## src/rtl/shift_deser_pkg.sv

```systemverilog
// Shared definitions for the serial-to-parallel deserializer.
//   state_e      : FSM state encoding (IDLE waits for a start bit, SHIFT assembles a word)
//   DefaultWidth : default word width in bits
//   cnt_width()  : bit-counter width able to hold 0..n
package shift_deser_pkg;

  localparam int unsigned DefaultWidth = 8;

  typedef enum logic {
    IDLE  = 1'b0,
    SHIFT = 1'b1
  } state_e;

  function automatic int unsigned cnt_width(input int unsigned n);
    return $clog2(n + 1);
  endfunction

endpackage

```

## src/rtl/shift_deser_if.sv

```systemverilog
// Serial-in / parallel-out bus of the deserializer.
//   s_in, s_en, s_start, msb_first : serial producer side
//   q, q_valid, q_ready             : parallel word handshake
//   overrun                         : pulse when a completed word is dropped
// Modports: slave = deserializer, master = producer/consumer driving it.
interface shift_deser_if #(
  parameter int unsigned N = shift_deser_pkg::DefaultWidth
);
  logic         s_in;
  logic         s_en;
  logic         s_start;
  logic         msb_first;
  logic [N-1:0] q;
  logic         q_valid;
  logic         q_ready;
  logic         overrun;

  modport slave (
    input  s_in, s_en, s_start, msb_first, q_ready,
    output q, q_valid, overrun
  );

  modport master (
    output s_in, s_en, s_start, msb_first, q_ready,
    input  q, q_valid, overrun
  );
endinterface

```

## src/rtl/shift_deser_bit_counter.sv

```systemverilog
// Bit counter for the deserializer.
//   clk, reset : clock, asynchronous active-low reset
//   clr        : clear the count; with inc also set, the count becomes 1 (restart)
//   inc        : add one
//   count      : bits received so far in the current word (0..N-1 stored)
//   count_done : the next consumed bit is bit N of the word
module bit_counter
  import shift_deser_pkg::*;
#(
  parameter int unsigned N = DefaultWidth,
  localparam int unsigned W = cnt_width(N)
) (
  input  logic         clk,
  input  logic         reset,
  input  logic         clr,
  input  logic         inc,
  output logic [W-1:0] count,
  output logic         count_done
);

  logic [W-1:0] count_q, count_d;

  always_comb begin
    count_d = count_q;
    if (clr) begin
      count_d = inc ? W'(1) : '0;
    end else if (inc) begin
      count_d = count_q + W'(1);
    end
  end

  always_ff @(posedge clk or negedge reset) begin
    if (!reset) begin
      count_q <= '0;
    end else begin
      count_q <= count_d;
    end
  end

  assign count      = count_q;
  assign count_done = (count_q == W'(N - 1));

endmodule

```

## src/rtl/shift_deser.sv

```systemverilog
// Serial-to-parallel deserializer with a one-word output buffer.
//   clk, reset : clock, asynchronous active-low reset
//   bus        : shift_deser_if.slave (serial input, parallel word handshake, overrun)
// A word starts on s_en & s_start and completes on its N-th bit; the finished word
// moves to a separate output buffer so the next word can be shifted in meanwhile.
module shift_deser
  import shift_deser_pkg::*;
#(
  parameter int unsigned N = DefaultWidth
) (
  input logic             clk,
  input logic             reset,
  shift_deser_if.slave    bus
);

  localparam int unsigned W = cnt_width(N);

  state_e       state_q, state_d;
  logic [N-1:0] sr_q, sr_d;
  logic [N-1:0] word_q, word_d;
  logic [N-1:0] base, shifted;
  logic         dir_q, dir_d;
  logic         valid_q, valid_d;
  logic         overrun_q, overrun_d;
  logic         start, take, complete;
  logic         cnt_clr, cnt_inc, count_done;
  logic [W-1:0] count;

  bit_counter #(
    .N (N)
  ) u_bit_counter (
    .clk        (clk),
    .reset      (reset),
    .clr        (cnt_clr),
    .inc        (cnt_inc),
    .count      (count),
    .count_done (count_done)
  );

  always_comb begin
    start    = bus.s_en && bus.s_start;
    take     = start || (bus.s_en && (state_q == SHIFT));
    complete = bus.s_en && !bus.s_start && (state_q == SHIFT) && count_done;

    // Direction is sampled only with the start bit and held for the rest of the word.
    dir_d   = start ? bus.msb_first : dir_q;
    // A start bit discards any partial word, so it shifts into an empty register.
    base    = start ? '0 : sr_q;
    shifted = dir_d ? {base[N-2:0], bus.s_in} : {bus.s_in, base[N-1:1]};

    cnt_clr = start || complete;
    cnt_inc = take && !complete;

    state_d = state_q;
    if (start) begin
      state_d = SHIFT;
    end else if (complete) begin
      state_d = IDLE;
    end

    sr_d = sr_q;
    if (complete) begin
      sr_d = '0;
    end else if (take) begin
      sr_d = shifted;
    end

    word_d    = word_q;
    valid_d   = valid_q;
    overrun_d = 1'b0;
    if (complete) begin
      // The buffer frees up on this edge if it is empty or being consumed now.
      if (!valid_q || bus.q_ready) begin
        word_d  = shifted;
        valid_d = 1'b1;
      end else begin
        overrun_d = 1'b1;
      end
    end else if (valid_q && bus.q_ready) begin
      valid_d = 1'b0;
    end
  end

  always_ff @(posedge clk or negedge reset) begin
    if (!reset) begin
      state_q   <= IDLE;
      sr_q      <= '0;
      dir_q     <= 1'b1;
      word_q    <= '0;
      valid_q   <= 1'b0;
      overrun_q <= 1'b0;
    end else begin
      state_q   <= state_d;
      sr_q      <= sr_d;
      dir_q     <= dir_d;
      word_q    <= word_d;
      valid_q   <= valid_d;
      overrun_q <= overrun_d;
    end
  end

  assign bus.q       = word_q;
  assign bus.q_valid = valid_q;
  assign bus.overrun = overrun_q;

  count_in_range: assert property (@(posedge clk) disable iff (!reset) count <= W'(N));

endmodule

```

## src/flat_wrapper.sv

```systemverilog
// flat-port wrapper written by rule: the top's interface ports become plain ports
module shift_deser_flat import shift_deser_pkg::*;
#(
  parameter int unsigned N = DefaultWidth
)
  (clk, reset, bus_s_in, bus_s_en, bus_s_start, bus_msb_first, bus_q_ready, bus_q, bus_q_valid, bus_overrun);
  shift_deser_if #(.N(N)) bus_i ();
  input logic clk;
  input logic reset;
  input wire logic [$bits(bus_i.s_in)-1:0] bus_s_in;
  input wire logic [$bits(bus_i.s_en)-1:0] bus_s_en;
  input wire logic [$bits(bus_i.s_start)-1:0] bus_s_start;
  input wire logic [$bits(bus_i.msb_first)-1:0] bus_msb_first;
  input wire logic [$bits(bus_i.q_ready)-1:0] bus_q_ready;
  output wire logic [$bits(bus_i.q)-1:0] bus_q;
  output wire logic [$bits(bus_i.q_valid)-1:0] bus_q_valid;
  output wire logic [$bits(bus_i.overrun)-1:0] bus_overrun;
  assign bus_i.s_in = bus_s_in;
  assign bus_i.s_en = bus_s_en;
  assign bus_i.s_start = bus_s_start;
  assign bus_i.msb_first = bus_msb_first;
  assign bus_i.q_ready = bus_q_ready;
  assign bus_q = bus_i.q;
  assign bus_q_valid = bus_i.q_valid;
  assign bus_overrun = bus_i.overrun;
  shift_deser #(.N(N)) u_core (.clk(clk), .reset(reset), .bus(bus_i));
endmodule
```

## config.mk

```make
export PLATFORM = sky130hd
export DESIGN_NAME = shift_deser_flat
export DESIGN_NICKNAME = d
export VERILOG_FILES = /design/src/rtl/shift_deser_pkg.sv /design/src/rtl/shift_deser_if.sv /design/src/rtl/shift_deser_bit_counter.sv /design/src/rtl/shift_deser.sv /design/src/flat_wrapper.sv
export SDC_FILE = /design/constraint.sdc
export NUM_CORES = 1
export LEC_CHECK = 0
export ABC_AREA = 1
export CAP_MARGIN = 5
export CORE_MARGIN = 5
export CORE_UTILIZATION = 55
export CTS_BUF_LIST = sky130_fd_sc_hd__clkbuf_4 sky130_fd_sc_hd__clkbuf_8
export DETAILED_ROUTE_END_ITERATION = 12
export GPL_ROUTABILITY_DRIVEN = 1
export PLACE_DENSITY = 0.87
export SETUP_SLACK_MARGIN = 0.5
export SLEW_MARGIN = 15
export SYNTH_ARGS = -nofsm -noshare
export SYNTH_HDL_FRONTEND = slang
export SYNTH_SLANG_ARGS = --single-unit
```

## constraint.sdc

```tcl
create_clock -name clk -period 1.35 [get_ports clk]
set_clock_uncertainty 0.05 [all_clocks]
set_input_delay 0.27 -clock clk [delete_from_list [all_inputs] [get_ports clk]]
set_output_delay 0.27 -clock clk [all_outputs]
set_load 0.01 [all_outputs]
```

==> reports/results.txt <==
Counting every instance in the synthesized netlist gives 151. The synthesized design contains 0 enable-type register cells. The area share of the leading cell type in the synthesized netlist is 0.501, and the count of max-cap constraint violations is 0. For the post-route core utilization, the log shows 0.814. The area growth from synthesis to layout was 40.5%. The critical path goes through ha_4 -> nand2_4 -> nor2_4 -> nand2_4 -> buf_12 -> buf_6 -> nand2_1 -> a21oi_1. The height of the die was 55.7 µm; the number of detailed-route iterations in the first pass was 4. The logs give 0.000998 V for the worst vdd rail ir drop and -0.311 ns for the worst setup slack before clock tree synthesis.

The final period utilization came out at 1.07. For this run, the slowest stage of the critical path takes 0.45 ns. The portion of total power attributed to combinational logic is 0.382, and the largest net degree at the start of global routing is 25. The share of flip-flops with an asynchronous set or reset was 1.00. The min-delay analysis places its worst path in the category in2async. The post-route cell area is 1610 µm².

The tools report the type of element launching the critical path as a flop. Summed over all nets, the switching power comes to 0.844 mW. The number of DRC markers after the initial detailed-route iteration came out at 65. The slowest stage cell on the critical path was dfrtp_1.

Data arrives at the worst endpoint at 1.62 ns. The max-slew headroom at the worst pin was 0.768. In the synthesized netlist the dominant register cell turns out to be dfrtp_1.

The slew at the pin with the worst max-slew slack is 0.348 ns, and the detail-routed via count per cell is 5.56. Setup repair after global routing could not meet its margin everywhere. The run gives 17 as the number of top-level design ports. The number of global-route vias before repair is 1144, and the switching share of total power is 0.370.

The run gives 0 as the final hold violation count. Clock-pin slew was measured on the worst setup and hold paths at 0.15 ns. The most common cell in the synthesized netlist is nand2_1. The floorplan step defined a die boundary enclosing 3100 µm². The run gives 19 as the number of setup violations in the final report. The total area inside the core boundary comes to 1980 µm².

Port buffering added 16 buffers. The number of cell rows is 16. The run gives 0 as the number of antenna violations at the first check in global routing. Share of total power in the clock network: 0.155. Hold repair after CTS inserted 0 buffers. TritonCTS built the clock tree.

The most repeated library cell on the critical path was nand2_4. The number of max-slew violations in the final report was 0. STA classifies the critical path endpoint as a flop. At the worst endpoint, the required time is 1.53 ns.

The setup path with the least slack is of type reg2reg. Clock latency on the worst-skew pair, taken at its later pin, is 0.32 ns. Yosys attributes the largest share of cell area to dfrtp_1 (50%), nand2_1 (23%), nor2_1 (4.9%). The final worst-path setup slack was -0.0938 ns.

Timing would allow up to 693 MHz. The number of synthesis warnings came out at 0. In the synthesized netlist, the cells that appear most often are nand2_1 (69), dfrtp_1 (23), nor2_1 (15).

Cell type contributing the most total cell area after synthesis: dfrtp_1. In the final routed layout, each cell accounts on average for 16.2 µm. The clock tree root driver cell was clkbuf_4.

The share of total power in sequential cells was 0.464. The average cell area after synthesis is 7.61 µm², and the total length of routed wires is 3.53 mm. Largest fanout of any net on the critical path: 3.

The number of antenna diodes in the final layout is 0. For the CTS H-tree depth, the log shows 1. The number of fill cells in the layout was 101; the internal cell power was 1.43 mW. The flow ran to the end, but the final reports show violations. For this run, the post-layout net count is 200. The logs give 5.17 mm for the wire length of the first global-routing pass and 16 for the number of distinct library cells after synthesis.

Buffers inserted during clock tree synthesis total 3. The proportion of layout cells with a drive suffix above 1 was 0.351. The checks that failed: setup timing. Total via count in the routed design: 1213. The register bit count reported by yosys was 24; the number of clock sinks seen by CTS was 24. The logs give 1150 µm² for the area of the mapped netlist and 0.211 for the total track usage.

The final global-route overflow total is 0. Leaving out filler cells and counting taps, the final layout contains 218. The logs give 0 for the post-detailed-route DRC marker count and 0 for the residual antenna-violating net count after detailed routing. The floorplan step set the die width to 55.7 µm. The final critical-path required period is 1.44 ns, and the starting density of the core is 0.580.

The total negative slack for setup checks was -0.795 ns; the detailed placement HPWL was 1.95 mm. The total power density per cell area is 1410 nW/µm². Once placement finished, the instance area stood at 1410 µm². The longest clock path from root to sink contains 2 buffers.

In this run the static leakage power is 0.888 nW. The net count after synthesis came out at 159. The run gives 201 as the cell total after placement. The congestion estimate from routability-driven global placement came to 0.819. The proportion of synthesized chip area in sequential cells came out at 0.524.
-- logic make-up (layout without fill, tap and decap cells) --
| group | Yosys count | count (layout) | share of synthesized area |
|---|---|---|---|
| simple gates | 103 | 103 | 0.370 |
| flops | 24 | 24 | 0.524 |
| buf+inv | 13 | 53 | 0.0512 |
| compound gates | 10 | 10 | 0.0436 |
| fa+ha+maj | 1 | 1 | 0.0109 |
-- path summary, 6_finish.rpt --
| kind | start | endpoint | slack (ns) | depth (start not counted) |
|---|---|---|---|---|
| worst min-delay path | reset | u_core.u_bit_counter.count[1] | 0.22 | 2 |
| max in group asynchronous | reset | u_core.dir_q | 0.77 | 2 |
| min in group clk | u_core.bus.q[3] | u_core.bus.q[3] | 0.45 | 2 |
| worst min register to register | u_core.bus.q[3] | u_core.bus.q[3] | 0.45 | 2 |
| worst max register to register | u_core.u_bit_counter.count[0] | u_core.u_bit_counter.count[3] | -0.09 | 8 |
| worst max-delay path | u_core.u_bit_counter.count[0] | u_core.u_bit_counter.count[3] | -0.09 | 8 |
-- worst max-delay path: cells and delay by family (launching register included) --
family                   cells  cell delay (ns)
AO/OA/AOI/OAI                1             0.04
adder cells (fa/ha/maj)      1             0.20
buffers and inverters        2             0.25
flip-flops                   1             0.45
AND/OR/NAND/NOR              4             0.35
-- power groups by stage --
stage / sequential [mW] / clock, mW / combinational [mW]
floorplan: 1.04 / 0 / 0.330
global placement: 1.03 / 0 / 0.625
detailed placement: 1.04 / 0 / 0.658
CTS: 1.02 / 0.356 / 0.703
global route: 1.07 / 0.376 / 0.956
finish: 1.06 / 0.352 / 0.870
-- flip-flops by register name, indices dropped and copies added, names as in the netlist --
name and cells:
u_core.state_q 1, u_core.dir_q 1, u_core.bus.q 8, u_core.bus.overrun 1, u_core.bus.q_valid 1, u_core.u_bit_counter.count 4
u_core.sr_q 8
-- metrics by stage --
| step | hold slack, ns | power, mW |
|---|---|---|
| 6_report | 0.223 | 2.28 |
| 5_1_grt | 0.239 | 2.40 |
| 4_1_cts | 0.223 | 2.08 |
| 3_5_place_dp | 0.418 | 1.70 |
| 3_3_place_gp | 0.411 | 1.65 |
| 2_1_floorplan | -0.0756 | 1.37 |
-- layout make-up --
type | instances | area, µm² | share of cell area
timing repair buffer | 39 | 330 | 0.205
clock buffer | 4 | 30.0 | 0.0186
sequential | 24 | 603 | 0.374
multi-input combinational | 114 | 579 | 0.359
tap | 27 | 33.8 | 0.0209
inverter | 10 | 37.5 | 0.0233
-- cells in the final DEF, fill, tap and decap left out, drive strengths merged --
| master | count |
|---|---|
| nand2 | 73 |
| dlygate4sd2 | 2 |
| nor2 | 19 |
| ha | 1 |
| clkdlybuf4s50 | 4 |
| inv | 10 |
| nand3 | 11 |
| dfstp | 1 |
| dfrtp | 23 |
| o21ai | 7 |
| clkbuf | 4 |
| a21oi | 3 |
| buf | 33 |
-- metal layers --
| layer | up-vias | track usage | share of wire | wire length, µm |
|---|---|---|---|---|
| li1 | 543 | - | - | - |
| met1 | 585 | 0.250 | 0.39 | 1360 |
| met2 | 69 | 0.355 | 0.50 | 1780 |
| met3 | 16 | 0.0418 | 0.076 | 267 |
| met4 | 0 | 0.118 | 0.033 | 117 |
| met5 | - | 0 | 0 | 0 |
-- repair_timing --
action | 4_1_cts | 5_1_grt
buffers inserted | 8 | 5
pin swaps | 5 | 9
endpoints found under the setup margin | 34 | 34
resized for setup | 54 | 19
Note: power is estimated with default switching activity, not from simulation.
